==> config.mk <==
export PLATFORM = sky130hd
export DESIGN_NAME = handshake_const_compare
export DESIGN_NICKNAME = d
export VERILOG_FILES = /design/src/rtl/handshake_const_compare.sv
export SDC_FILE = /design/constraint.sdc
export NUM_CORES = 1
export LEC_CHECK = 0
export BUFFER_PORTS_ARGS = -buffer_cell sky130_fd_sc_hd__buf_4
export CORE_UTILIZATION = 39
export DETAILED_ROUTE_END_ITERATION = 8
export PLACE_DENSITY = 0.66
export SETUP_SLACK_MARGIN = 0.3
export SYNTH_ARGS = -nofsm -noshare
export SYNTH_HDL_FRONTEND = slang
export SYNTH_SLANG_ARGS = --single-unit
==> constraint.sdc <==
create_clock -name clk -period 3.45 [get_ports clk]
set_clock_uncertainty 0.05 [all_clocks]
set_input_delay 0.69 -clock clk [delete_from_list [all_inputs] [get_ports clk]]
set_output_delay 0.69 -clock clk [all_outputs]
set_load 0.03 [all_outputs]
==> src/rtl/handshake_const_compare.sv <==
`timescale 1ns/1ps
`default_nettype none
// ============================================================================
//  Module   : handshake_const_compare
//  Purpose  : Consumer end of a handshake-constant channel. Each accepted
//             token is compared with CONST_VALUE; the 1-bit result is queued
//             in a 2-entry FIFO. Saturating match/mismatch counters and a
//             sticky error flag track the comparison history.
//  Revision : 1.0  initial release
// ============================================================================
module handshake_const_compare #(
  parameter int                    DATA_WIDTH  = 32,
  parameter logic [DATA_WIDTH-1:0] CONST_VALUE = DATA_WIDTH'(19'b0100110000011100110),
  parameter int                    CNT_WIDTH   = 16
) (
  input  logic                  clk,
  input  logic                  rst,
  input  logic [DATA_WIDTH-1:0] ins,
  input  logic                  ins_valid,
  output logic                  ins_ready,
  output logic                  outs,
  output logic                  outs_valid,
  input  logic                  outs_ready,
  output logic [CNT_WIDTH-1:0]  match_count,
  output logic [CNT_WIDTH-1:0]  mismatch_count,
  output logic                  sticky_error
);

  localparam logic [CNT_WIDTH-1:0] c_cnt_max = '1;
  localparam logic [1:0]           c_depth   = 2'd2;

  // FIFO storage and bookkeeping
  logic [1:0]           mem_q, mem_d;
  logic                 rd_ptr_q, rd_ptr_d;
  logic                 wr_ptr_q, wr_ptr_d;
  logic [1:0]           occ_q, occ_d;

  // Statistics
  logic [CNT_WIDTH-1:0] match_cnt_q, match_cnt_d;
  logic [CNT_WIDTH-1:0] mismatch_cnt_q, mismatch_cnt_d;
  logic                 sticky_q, sticky_d;

  logic                 w_push;
  logic                 w_pop;
  logic                 w_match;

  // Ready depends only on occupancy and reset, never on outs_ready.
  assign ins_ready      = ~rst & (occ_q != c_depth);
  assign outs_valid     = (occ_q != 2'd0);
  // Head entry is masked so a stale slot never shows when the FIFO is empty.
  assign outs           = outs_valid & mem_q[rd_ptr_q];
  assign match_count    = match_cnt_q;
  assign mismatch_count = mismatch_cnt_q;
  assign sticky_error   = sticky_q;

  assign w_push  = ins_valid & ins_ready;
  assign w_pop   = outs_valid & outs_ready;
  assign w_match = (ins == CONST_VALUE);

  // Next-state for FIFO pointers, occupancy, counters and sticky flag.
  always_comb begin
    mem_d          = mem_q;
    rd_ptr_d       = rd_ptr_q;
    wr_ptr_d       = wr_ptr_q;
    occ_d          = occ_q;
    match_cnt_d    = match_cnt_q;
    mismatch_cnt_d = mismatch_cnt_q;
    sticky_d       = sticky_q;

    if (w_push) begin
      mem_d[wr_ptr_q] = w_match;
      wr_ptr_d        = ~wr_ptr_q;
      if (w_match) begin
        if (match_cnt_q != c_cnt_max) begin
          match_cnt_d = match_cnt_q + 1'b1;
        end
      end else begin
        if (mismatch_cnt_q != c_cnt_max) begin
          mismatch_cnt_d = mismatch_cnt_q + 1'b1;
        end
        sticky_d = 1'b1;
      end
    end

    if (w_pop) begin
      rd_ptr_d = ~rd_ptr_q;
    end

    // Simultaneous push and pop leaves occupancy unchanged.
    case ({w_push, w_pop})
      2'b10:   occ_d = occ_q + 2'd1;
      2'b01:   occ_d = occ_q - 2'd1;
      default: occ_d = occ_q;
    endcase
  end

  // State register; reset discards queued results immediately.
  always_ff @(posedge clk or posedge rst) begin
    if (rst) begin
      mem_q          <= 2'b00;
      rd_ptr_q       <= 1'b0;
      wr_ptr_q       <= 1'b0;
      occ_q          <= 2'd0;
      match_cnt_q    <= '0;
      mismatch_cnt_q <= '0;
      sticky_q       <= 1'b0;
    end else begin
      mem_q          <= mem_d;
      rd_ptr_q       <= rd_ptr_d;
      wr_ptr_q       <= wr_ptr_d;
      occ_q          <= occ_d;
      match_cnt_q    <= match_cnt_d;
      mismatch_cnt_q <= mismatch_cnt_d;
      sticky_q       <= sticky_d;
    end
  end

endmodule
`default_nettype wire
### Word-level counts from Yosys, hierarchy flattened

Index checks and enable logic that the tools add are counted.

* $add $sub $neg: 4
* shifts and indexed selects: 0
* eq/ne operators: 6
* bitwise logic cells: 8
* div/mod/pow operators: 0
* multiplexer cells: 6
* multipliers: 0
* order comparisons: 3
* reduce and logical (&&, ||, !) cells: 6

Operators by type and width (count)
* adder 16 x 1 -> 16 bit, second input constant: 2
* == test 32 x 18 -> 1 bit, second input constant: 1
* inequality test 16 bit, second input constant: 2
* AND reduction 3 bit: 2
* AND 1 bit: 4
* < comparator 1 x 2 -> 1 bit, second input constant: 2
* inverter 1 bit: 4
* case mux 2 bit (2 select lines): 1
* nonzero test 2 bit: 2
* two-way mux 1 bit: 3
* adder 2 x 1 -> 2 bit, second input constant: 1
* bitwise mux 2 bit: 1
* == test 2 x 1 -> 1 bit, second input constant: 1
* == test 2 bit, second input constant: 1
* inequality test 2 bit, second input constant: 1
* AND reduction 2 bit: 1
* subtractor 2 x 1 -> 2 bit, second input constant: 1
* demux 1 bit (select 1 bit): 1
* >= comparator 1 bit, second input constant: 1
* logical AND 1 bit: 1

* memory bits (writable): 0
* ROM bits: 0
* output and inout bits: 36
* input bits: 36
* memories kept: 0
* latch bits: 0
* register bits: 39
* logic and storage cells: 40

### Depth between registers and ports, before layout

Gate-level depths: netlist of run 1.

* depth after elaboration: 5
* gate-level depth with buffers: 8

### Worst setup path after synthesis of run 1

OpenSTA, ideal clock, no wires.

* path kind: in2out
* from: input port rst
* to: output port ins_ready
* required time: 2.710 ns
* path buffers: 0
* slack: 0.770 ns
* arrival time: 1.940 ns
* stages: 2
* cell sequence: inv_1 > and2_1

* word-level cells in the longest chain between the ends: 2

RTL lines
* start, declared: line 17 `input logic rst,`
* inverter 1 bit: line 48 `assign ins_ready = ~rst & (occ_q != c_depth);`
* AND 1 bit: line 48
* end, declared: line 20 `output logic ins_ready,`

No other way between the ends.

### Final worst setup path of run 1

* from: input port rst
* to: register mismatch_cnt_q[1], in the netlist mismatch_count[1]

* word-level cells in the longest chain between the ends: 4

RTL lines
* inverter 1 bit: line 48
* AND 1 bit: line 48
* AND 1 bit: line 56 `assign w_push = ins_valid & ins_ready;`
* AND reduction 3 bit (no source line)
* end signal, assigned: line 113 `mismatch_cnt_q <= mismatch_cnt_d;`
* end, declared: line 40 `logic [CNT_WIDTH-1:0] mismatch_cnt_q, mismatch_cnt_d;`

No other way between the ends.
A chain may end at the register's enable or synchronous reset.

==> summary.md, run 1 <==
| Metric | Value |
|---|---|
| Int Power | `approximately 800 uW` |
| Via count | `1,507` |
| Vias per inst | `~4.8` |
| PostCTS Resize Cnt | `0` |
| Cells after DPL | `309` |
| Final Cycle Share | `66.94%` |
| Max-cap violation count | `0` |
| GRT Overall Usage | `16.01%` |
| Top cells by count, synth | `dfrtp_1, xnor2_1, nand4_1, xor2_1` |
| Classification of the worst-slack hold path | `register to register` |
| Net Sw Power | `approximately 370 uW` |
| CORE AREA | `roughly 4800 um2` |
| WP data required | `between 3000 and 4000 ps` |
| Clock share of power | `about a quarter` |
| Grt total ovfl | `0` |
| Worst IR Drop VDD | `between 200 and 300 uV` |
| ANT nets after route | `0` |
| Comb pwr share | `~28%` |
| Status | `finished, final reports clean` |
| RSZ-0062 raised after global routing | `no` |
| CP Capture Type | `register` |
| H-Tree Depth | `2` |
| Clock sink count | `39` |
| Number of port buffers | `around 70` |
| Worst Setup Start Kind | `primary input` |
| Row count | `25` |
| Worst Setup EP | `mismatch_count[1]$_DFFE_PP0P_` |
| Fillcell total | `around 460` |
| Sequential power share | `48.6%` |
| Net Count, Synth | `~210` |
| Die area | `5232 um2` |
| Final antenna diode count | `0` |
| Max transition margin | `between 40% and 50%` |
| R2R Path End | `match_count[1]$_DFFE_PP0P_` |
| Crit path DAT | `roughly 2400 ps` |
| Yosys top cell area share | `50.58%` |
| CTS clock-pin slew for the worst setup and hold paths | `about 70 ps` |
| Ys async rst share | `100.0%` |
| WL per Instance | `around 12 um` |
| Switching Fraction | `between 30% and 40%` |
| Max Freq | `about 0.43 GHz` |
| Ys flop type | `dfrtp_1` |
| Worst Setup SP | `rst` |
| Clock Latency Late Sink | `280 ps` |
| Syn Area/Cell | `between 10 and 15 um2` |
| Final hold violations | `0` |
| Yosys reg bits | `39` |
| Initial antenna violation count | `0` |
| Final setup TNS | `0 ps` |
| YS warnings | `0` |
| DIE WIDTH | `just over 70 um` |
| Nets | `288` |
| Largest net degree at the start of global routing | `40` |
| Static Leakage | `between 0.001 and 0.0015 uW` |
| Number of synthesized flops with an enable pin | `0` |
| DRT Pass-1 Iters | `4` |
| CTS Buf Count | `5` |
| Cells on worst reg2reg path | `6` |
| Hold_buf cts | `0` |
| Pwr/cell area | `between 400 and 500 nW/um2` |
| Library cells used by synthesis | `33` |
| Syn Inst Count | `around 170` |
| Max clock buf depth | `2` |
| Most frequent cell after synthesis | `dfrtp_1` |
| Worst slew pin tran | `just over 800 ps` |
| Seq/Total Area, Yosys | `between 50% and 60%` |
| # IOs | `72` |
| CP max FO | `14` |
| Initial Utilization | `about two fifths` |
| Number of setup buffers added after CTS | `0` |
| Die H | `around 72 um` |
| Number of global-route vias before repair | `about 1.5k` |
| Final wirelength | `approximately 3800 um` |
| WS Path Type | `primary input to register` |
| Clock Root Buffer | `clkbuf_8` |
| CTS tree | `yes` |
| Placed wire-length estimate | `about 2900 um` |
| R2R setup slack | `1160 ps` |
| Synth area leader | `dfrtp_1` |
| Max Slew Vio Count | `0` |
| Largest cells by area after synthesis | `dfrtp_1, xnor2_1, xor2_1` |
| Area delta synth->final | `35.21%` |
| Non-filler cells, final | `around 320` |
| Finish-stage setup viols | `0` |
| Post-Syn Area | `between 1500 and 2000 um2` |
| First-pass GRT wire length | `around 6400 um` |
| RR Startpoint | `match_count[0]$_DFFE_PP0P_` |
| Fraction of layout cells with a size suffix above 1 | `35.48%` |
| Min cycle time layout | `approximately 2300 ps` |
| Gpl congestion | `approximately 0.73` |
| DRC | `0` |
| DR iter-0 viols | `30` |
## state kept, by name, summed over array words and instances (netlist names)
signal / cells
match_count: 16
mismatch_count: 16
mem_q: 2
occ_q: 2
rd_ptr_q: 1
sticky_error: 1
wr_ptr_q: 1
## cell type report
| type | instances | area [um2] | share of cell area (%) |
|---|---|---|---|
| clock buffer | 6 | 72.57 | 2.782 |
| timing repair buffer | 72 | 540.5 | 20.72 |
| tap | 67 | 83.83 | 3.213 |
| multi-input combinational | 125 | 913.4 | 35.01 |
| inverter | 6 | 22.52 | 0.8633 |
| sequential | 39 | 975.9 | 37.41 |
## how the worst min path moves through the flow
stage | start | to | slack, ps | cells after the start
after floorplan | rd_ptr_q$_DFFE_PP0P_ | rd_ptr_q$_DFFE_PP0P_ | 410 | 1
after global placement | sticky_error$_DFFE_PP0P_ | sticky_error$_DFFE_PP0P_ | 400 | 1
after detailed placement | sticky_error$_DFFE_PP0P_ | sticky_error$_DFFE_PP0P_ | 420 | 1
after CTS | sticky_error$_DFFE_PP0P_ | sticky_error$_DFFE_PP0P_ | 430 | 1
after global routing | sticky_error$_DFFE_PP0P_ | sticky_error$_DFFE_PP0P_ | 450 | 1
final | sticky_error$_DFFE_PP0P_ | sticky_error$_DFFE_PP0P_ | 420 | 1
## worst max-delay path: stages
cell	delay, ps
buf_4	110
nor2b_1	90
and2_1	260
inv_1	190
a211oi_2	680
mux2_2	410
## placed cells by master (no fill, tap or decap), types with 2 or more instances in the layout
cell / n
buf_4: 72
dfrtp_1: 39
xnor2_1: 23
nand4_1: 16
xor2_1: 12
nand2_1: 10
nor2_1: 10
nand3_1: 9
and3_1: 6
inv_1: 6
and2_1: 5
nor3_1: 5
clkbuf_8: 5
nor4_1: 3
nor4b_1: 3
mux2_2: 3
ha_1: 3
nor2b_1: 2
## through the flow
stage | setup slack [ps] | power (uW) | hold slack, ps | instance area, um2 | util (%)
floorplan | 770.4 | 789.7 | 413.3 | 1929 | -
global placement | 871.0 | 908.6 | 404.2 | 2536 | 53.34
detailed placement | 840.7 | 909.9 | 417.4 | 2536 | 53.34
CTS | 1133 | 1190 | 433.9 | 2609 | 54.87
global route | 910.4 | 1238 | 452.6 | 2609 | 54.87
finish | 1141 | 1173 | 424.6 | 2609 | 54.87
## power by group through the flow
stage	registers (uW)	logic, uW	clock network, uW
2_1_floorplan	624	166	0
3_3_place_gp	581	327	0
3_5_place_dp	579	331	0
4_1_cts	571	334	286
5_1_grt	577	359	302
6_report	570	329	274
## per-layer routing
metal | vias up | share of wire [%] | wire length [um] | GRT usage, %
met4 | 0 | 1.4 | 52 | 6.536
met5 | - | 0 | 0 | 0
met1 | 713 | 45 | 1719 | 19.01
met2 | 29 | 50 | 1922 | 27.31
met3 | 4 | 3.9 | 148 | 4.444
li1 | 761 | - | - | -
## logic make-up after synthesis
| family | Yosys count | share of synthesized area (%) |
|---|---|---|
| AND/OR/NAND/NOR | 81 | 26.01 |
| flip-flops | 39 | 50.58 |
| XOR/XNOR | 35 | 15.89 |
| buffers and inverters | 9 | 2.075 |
| multiplexers | 5 | 2.853 |
| adder cells (fa/ha/maj) | 3 | 1.946 |
| AO/OA/AOI/OAI | 1 | 0.6484 |
Power figures use the tool's default switching activity.
==> run 2, diff against run 1 <==
- ABC_AREA: default -> 1
- PLACE_DENSITY: 0.66 -> default
- clock period: 3.45 -> 2.1 ns (I/O delays scaled with it)
==> summary.md, run 2 <==
| Metric | Value |
|---|---|
| CTS tree | `yes` |
| Slowest cell on the critical path | `dfrtp_2` |
| DRC | `0 (unchanged)` |
| Largest stage delay, worst path | `420 ps (-260 ps)` |
| Most frequent cell after synthesis | `nand2_1` |
| # IOs | `72 (unchanged)` |
| Area delta synth->final | `30.14%` |
| Static Leakage | `0.001861 uW (+46%)` |
| Worst Setup SP | `match_count[0]$_DFFE_PP0P_` |
| Vias per inst | `4.926 (+3.0%)` |
| Yosys top cell area share | `35.78% (-15 points)` |
| R2R setup slack | `440 ps (-720 ps)` |
| Final hold violations | `0 (unchanged)` |
| Worst path bufs/invs | `2 (unchanged)` |
| Clock sink count | `39 (unchanged)` |
| Net Count, Synth | `438 (+110%)` |
| WS Path Type | `register to register` |
| DRT Pass-1 Iters | `4 (unchanged)` |
| CP max FO | `8 (-6)` |
| First-pass GRT wire length | `11,530 um (+81%)` |
| Initial Utilization | `40.37% (-0.21 points)` |
| Worst IR Drop VDD | `324.6 uV (+12%)` |
| Largest net degree at the start of global routing | `40 (unchanged)` |
| Min cycle time layout | `~1700 ps` |
| Max clock buf depth | `2 (unchanged)` |
| Max Freq | `0.6013 GHz` |
| YS warnings | `0 (unchanged)` |
| Classification of the worst-slack hold path | `primary input to async pin` |
| WP data required | `2240 ps (-1330 ps)` |
| Die area | `7333 um2 (+40%)` |
| CP dominant cell by count | `nand3_1` |
| Largest cells by area after synthesis | `dfrtp_1, nand2_1, nor2_1` |
| Switching Fraction | `35.23% (+3.3 points)` |
| DIE WIDTH | `85.63 um (+18%)` |
| Max Slew Vio Count | `0 (unchanged)` |
| Ys async rst share | `100.0% (unchanged)` |
| Die H | `85.63 um (+18%)` |
| Fraction of layout cells with a size suffix above 1 | `23.00% (-12 points)` |
| Synth area leader | `dfrtp_1` |
| Net Sw Power | `746.6 uW (+99%)` |
| Library cells used by synthesis | `28 (-15%)` |
| CP delay by family, top | `simple AND/OR/NAND/NOR gates` |
| Post-Syn Area | `2728 um2 (+41%)` |
| Initial antenna violation count | `0 (unchanged)` |
| Cells on worst reg2reg path | `7 (+1)` |
| Number of port buffers | `71 (unchanged)` |
| DR iter-0 viols | `108 (+260%)` |
| Final setup TNS | `0 ps (unchanged)` |
| Comb pwr share | `28.5% (+0.5 points)` |
| Final wirelength | `6900 um (+80%)` |
| Pre-CTS setup slack | `318.7 ps (-522.0 ps)` |
| Int Power | `1373 uW (+72%)` |
| RR Startpoint | `match_count[0]$_DFFE_PP0P_` |
| Sequential power share | `43.9% (-4.7 points)` |
| Number of synthesized flops with an enable pin | `0 (unchanged)` |
| Most frequent cells in the layout | `nand2_1, buf_4, nor2_1, inv_1, dfrtp_1` |
| Syn Area/Cell | `6.836 um2 (-39%)` |
| CP Capture Type | `register` |
| Final Cycle Share | `between 70% and 80%` |
| CTS clock-pin slew for the worst setup and hold paths | `90 ps (+20 ps)` |
| Final Power | `2119 uW (+81%)` |
| Clock share of power | `27.6% (+4.2 points)` |
| Clock Root Buffer | `clkbuf_8` |
| RSZ-0062 raised after global routing | `no` |
| Worst Setup Start Kind | `register` |
| Worst slew pin tran | `521.2 ps (-301.6 ps)` |
| GRT Overall Usage | `19.32% (+3.3 points)` |
| Via count | `2,793 (+85%)` |
| Top cells by count, synth | `nand2_1, nor2_1, inv_1, dfrtp_1, nand3_1` |
| CTS Buf Count | `5 (unchanged)` |
| CORE AREA | `6756 um2 (+42%)` |
| WL per Instance | `12.17 um (-0.25%)` |
| Final antenna diode count | `0 (unchanged)` |
| ANT nets after route | `0 (unchanged)` |
| Placed inst area | `3349 um2 (+32%)` |
| Commonest non-fill, non-tap cell in the layout | `nand2_1` |
| Crit path DAT | `1800 ps (-630 ps)` |
| Yosys reg bits | `39 (unchanged)` |
| R2R Path End | `match_count[10]$_DFFE_PP0P_` |
| Pwr/cell area | `597.1 nW/um2 (+33%)` |
| H-Tree Depth | `2 (unchanged)` |
| Status | `finished, final reports clean` |
| Max-cap violation count | `0 (unchanged)` |
| Nets | `525 (+82%)` |
| Placed wire-length estimate | `4888 um (+68%)` |
| Ys flop type | `dfrtp_1` |
| CP cell instances | `ha_1 -> nand3_1 -> inv_2 -> nand4_4 -> buf_4 -> nand3_1 -> nand2_1` |
| Clock Latency Late Sink | `300 ps (+20 ps)` |
| Number of global-route vias before repair | `2,553 (+75%)` |
| Seq/Total Area, Yosys | `35.78% (-15 points)` |
| Worst Slack Setup Final | `436.9 ps (-703.9 ps)` |
| Row count | `30 (+20%)` |
| Max transition margin | `65.25% (+20 points)` |
| Gpl congestion | `0.7942 (+8.8%)` |
| Grt total ovfl | `0 (unchanged)` |
| Design Area, Final | `3550 um2 (+36%)` |
| Syn Inst Count | `399 (+130%)` |
| Hold Slack | `204.5 ps (-220.1 ps)` |
| Finish-stage setup viols | `0 (unchanged)` |
| Hold_buf cts | `0 (unchanged)` |
## run 2: how the worst max path moves through the flow
| stage | depth (start not counted) | endpoint |
|---|---|---|
| after floorplan | 8 | match_count[7]$_DFFE_PP0P_ |
| after global placement | 8 | sticky_error$_DFFE_PP0P_ |
| after detailed placement | 8 | sticky_error$_DFFE_PP0P_ |
| after CTS | 7 | match_count[10]$_DFFE_PP0P_ |
| after global routing | 7 | match_count[13]$_DFFE_PP0P_ |
| final | 7 | match_count[10]$_DFFE_PP0P_ |
## run 2: tightest hold or removal path: stages
cell	delay, ps
buf_4	120
inv_1	40
buf_4	420
## run 2: what timing repair did
item / in CTS / in global routing
setup endpoints to repair: 2 / 32
gates cloned: 0 / 2
resized for setup: 0 / 4
setup buffers: 0 / 8
pin swaps: 0 / 3
## run 2: power by group through the flow
stage,logic [uW],registers (uW),clock network (uW)
detailed placement,599,945,0
CTS,601,930,617
global route,669,942,639
floorplan,338,999,0
finish,604,930,586
global placement,584,940,0
## run 2: area by class of cell
type	count	area [um2]
clock buffer	7	96.34
clock inverter	1	7.507
fill	684	3207
inverter	47	177.7
multi-input combinational	308	1553
sequential	39	977.2
tap	80	100.1
timing repair buffer	85	638.1
## run 2: cell families after synthesis
kind of cell | Yosys count | share of synthesized area (%)
and+or+nand+nor | 276 | 46.15
buffers and inverters | 54 | 8.577
DFF | 39 | 35.78
xor gates and xnor gates | 20 | 6.422
AOI/OAI and AO/OA | 7 | 1.697
adders and majority gates | 3 | 1.376
## run 2: through the flow
step	util (%)	std cells
finish	52.54	567
global route	52.54	567
CTS	51.11	557
detailed placement	49.57	549
global placement	49.57	549
floorplan	-	399
## run 2: layer usage
metal / GRT usage (%) / share of wire (%)
met1: 26.48 / 48
met4: 4.848 / 0.49
met2: 31.78 / 48
met5: 0 / 0
met3: 3.272 / 3.7
==> run 3, diff against run 2 <==
- clock period: 2.1 -> 1.6 ns (I/O delays scaled with it)
==> summary.md, run 3 (same netlist as run 2, synthesis figures left out) <==
| Metric | Value |
|---|---|
| Sequential power share | `37.6% (-6.3 points)` |
| Clock share of power | `26.1% (-1.5 points)` |
| Placed wire-length estimate | `5134 um (+5.0%)` |
| Max-cap violation count | `0 (unchanged)` |
| Fraction of layout cells with a size suffix above 1 | `43.69% (+21 points)` |
| DR iter-0 viols | `157 (+45%)` |
| Static Leakage | `0.002215 uW (+19%)` |
| ANT nets after route | `0 (unchanged)` |
| GRT Overall Usage | `21.65% (+2.3 points)` |
| Max Slew Vio Count | `0 (unchanged)` |
| Comb pwr share | `36.4% (+7.9 points)` |
| Gpl congestion | `0.8372 (+5.4%)` |
| Max clock buf depth | `2 (unchanged)` |
| Vias per inst | `4.914 (-0.24%)` |
| CTS Buf Count | `5 (unchanged)` |
| Max transition margin | `71.84% (+6.6 points)` |
| Grt total ovfl | `0 (unchanged)` |
| Worst slew pin tran | `421.4 ps (-99.83 ps)` |
| Most frequent cells in the layout | `nand2_1, buf_4, buf_6, nor2_1, inv_1` |
| WS Path Type | `register to register` |
| Clock Root Buffer | `clkbuf_8` |
| CP Capture Type | `register` |
| CP max FO | `5 (-3)` |
| RSZ-0062 raised after global routing | `yes` |
| Net Sw Power | `1100 uW (+47%)` |
| Int Power | `2210 uW (+61%)` |
| Classification of the worst-slack hold path | `primary input to async pin` |
| H-Tree Depth | `2 (unchanged)` |
| Die area | `7333 um2 (unchanged)` |
| Largest net degree at the start of global routing | `40 (unchanged)` |
| Clock Latency Late Sink | `300 ps (about the same)` |
| Final wirelength | `7896 um (+14%)` |
| Number of global-route vias before repair | `2,888 (+13%)` |
| Final Power | `3310 uW (+56%)` |
| Switching Fraction | `33.23% (-2.0 points)` |
| Commonest non-fill, non-tap cell in the layout | `nand2_1` |
| Max Freq | `0.6763 GHz (+12%)` |
| WP data required | `1770 ps (-470 ps)` |
| Min cycle time layout | `1479 ps (-184.6 ps)` |
| CTS clock-pin slew for the worst setup and hold paths | `90 ps (about the same)` |
| DRT Pass-1 Iters | `4 (unchanged)` |
| Crit path DAT | `1650 ps (-150 ps)` |
| Clock sink count | `39 (unchanged)` |
| CTS tree | `yes` |
| DRC | `0 (unchanged)` |
| Finish-stage setup viols | `0 (unchanged)` |
| Status | `finished, final reports clean` |
| Nets | `585 (+11%)` |
| # IOs | `72 (unchanged)` |
| Final Cycle Share | `92.41% (+13 points)` |
| Number of port buffers | `71 (unchanged)` |
| Pwr/cell area | `743.6 nW/um2 (+25%)` |
| Final hold violations | `0 (unchanged)` |
| Area delta synth->final | `63.21%` |
| CORE AREA | `6756 um2 (unchanged)` |
| First-pass GRT wire length | `12,860 um (+12%)` |
| Final antenna diode count | `0 (unchanged)` |
| Worst Setup Start Kind | `register` |
| WL per Instance | `12.59 um (+3.5%)` |
| Initial antenna violation count | `0 (unchanged)` |
| Via count | `3,081 (+10%)` |
| Final setup TNS | `0 ps (unchanged)` |
| Initial Utilization | `40.37% (unchanged)` |
| Die H | `85.63 um (unchanged)` |
| DIE WIDTH | `85.63 um (unchanged)` |
| Worst IR Drop VDD | `362.1 uV (+12%)` |
| Row count | `30 (unchanged)` |
-- run 3: layout make-up --
type | count | area (um2)
tap | 80 | 100.1
fill | 594 | 2305
multi-input combinational | 308 | 1754
clock inverter | 2 | 35.03
sequential | 39 | 1008
clock buffer | 6 | 82.58
inverter | 47 | 186.4
timing repair buffer | 145 | 1285
-- run 3: metrics by stage --
stage / util, % / hold slack, ps / instance area [um2] / instances / worst slack, ps
2_1_floorplan: - / 403.4 / 2845 / 399 / 40.51
3_3_place_gp: 53.54 / 372.9 / 3617 / 569 / 18.18
3_5_place_dp: 53.54 / 395.1 / 3617 / 569 / 11.15
4_1_cts: 62.74 / 72.92 / 4239 / 609 / 121.8
5_1_grt: 65.89 / 75.61 / 4452 / 627 / 25.87
6_report: 65.89 / 59.86 / 4452 / 627 / 121.5
-- run 3: path summary, 6_finish.rpt --
check	from	endpoint	slack (ps)	cells past startpoint
max	occ_q[1]$_DFFE_PP0P_	occ_q[1]$_DFFE_PP0P_	120	6
min	rst	sticky_error$_DFFE_PP0P_	60	3
max reg2reg	occ_q[1]$_DFFE_PP0P_	occ_q[1]$_DFFE_PP0P_	120	6
min reg2reg	sticky_error$_DFFE_PP0P_	sticky_error$_DFFE_PP0P_	440	1
max in group asynchronous	rst	match_count[11]$_DFFE_PP0P_	1210	3
min in group clk	outs_ready	rd_ptr_q$_DFFE_PP0P_	360	4
-- run 3: power groups by stage --
stage	Sequential, uW	Clock (uW)	Combinational (uW)
floorplan	1330	0	485
global placement	1250	0	849
detailed placement	1250	0	866
CTS	1240	885	1120
global route	1260	924	1320
finish	1240	864	1200
-- run 3: timing repair --
item                                    in CTS  in global routing
hold buffers                                 0                  0
buffers inserted                            30                 18
endpoints found under the setup margin      60                 70
resized for setup                           69                 24
pin swaps                                   32                 16
cloned                                       2                  0
-- run 3: worst max-delay path: stages, from the launching register on --
cell and delay [ps]:
dfrtp_2 460, a21oi_4 200, nand2_4 110, ha_4 240, a21oi_2 100, o21ai_1 80
xnor2_1 170
-- run 3: metal layers --
| metal | share of wire, % | routed length, um | global-route usage [%] | vias to the layer above |
|---|---|---|---|---|
| met5 | 0 | 0 | 0 | - |
| met4 | 1.1 | 87 | 3.939 | 0 |
| met3 | 3.7 | 291 | 3.657 | 11 |
| met2 | 53 | 4178 | 40.44 | 85 |
| met1 | 42 | 3338 | 26.27 | 1434 |
| li1 | - | - | - | 1551 |
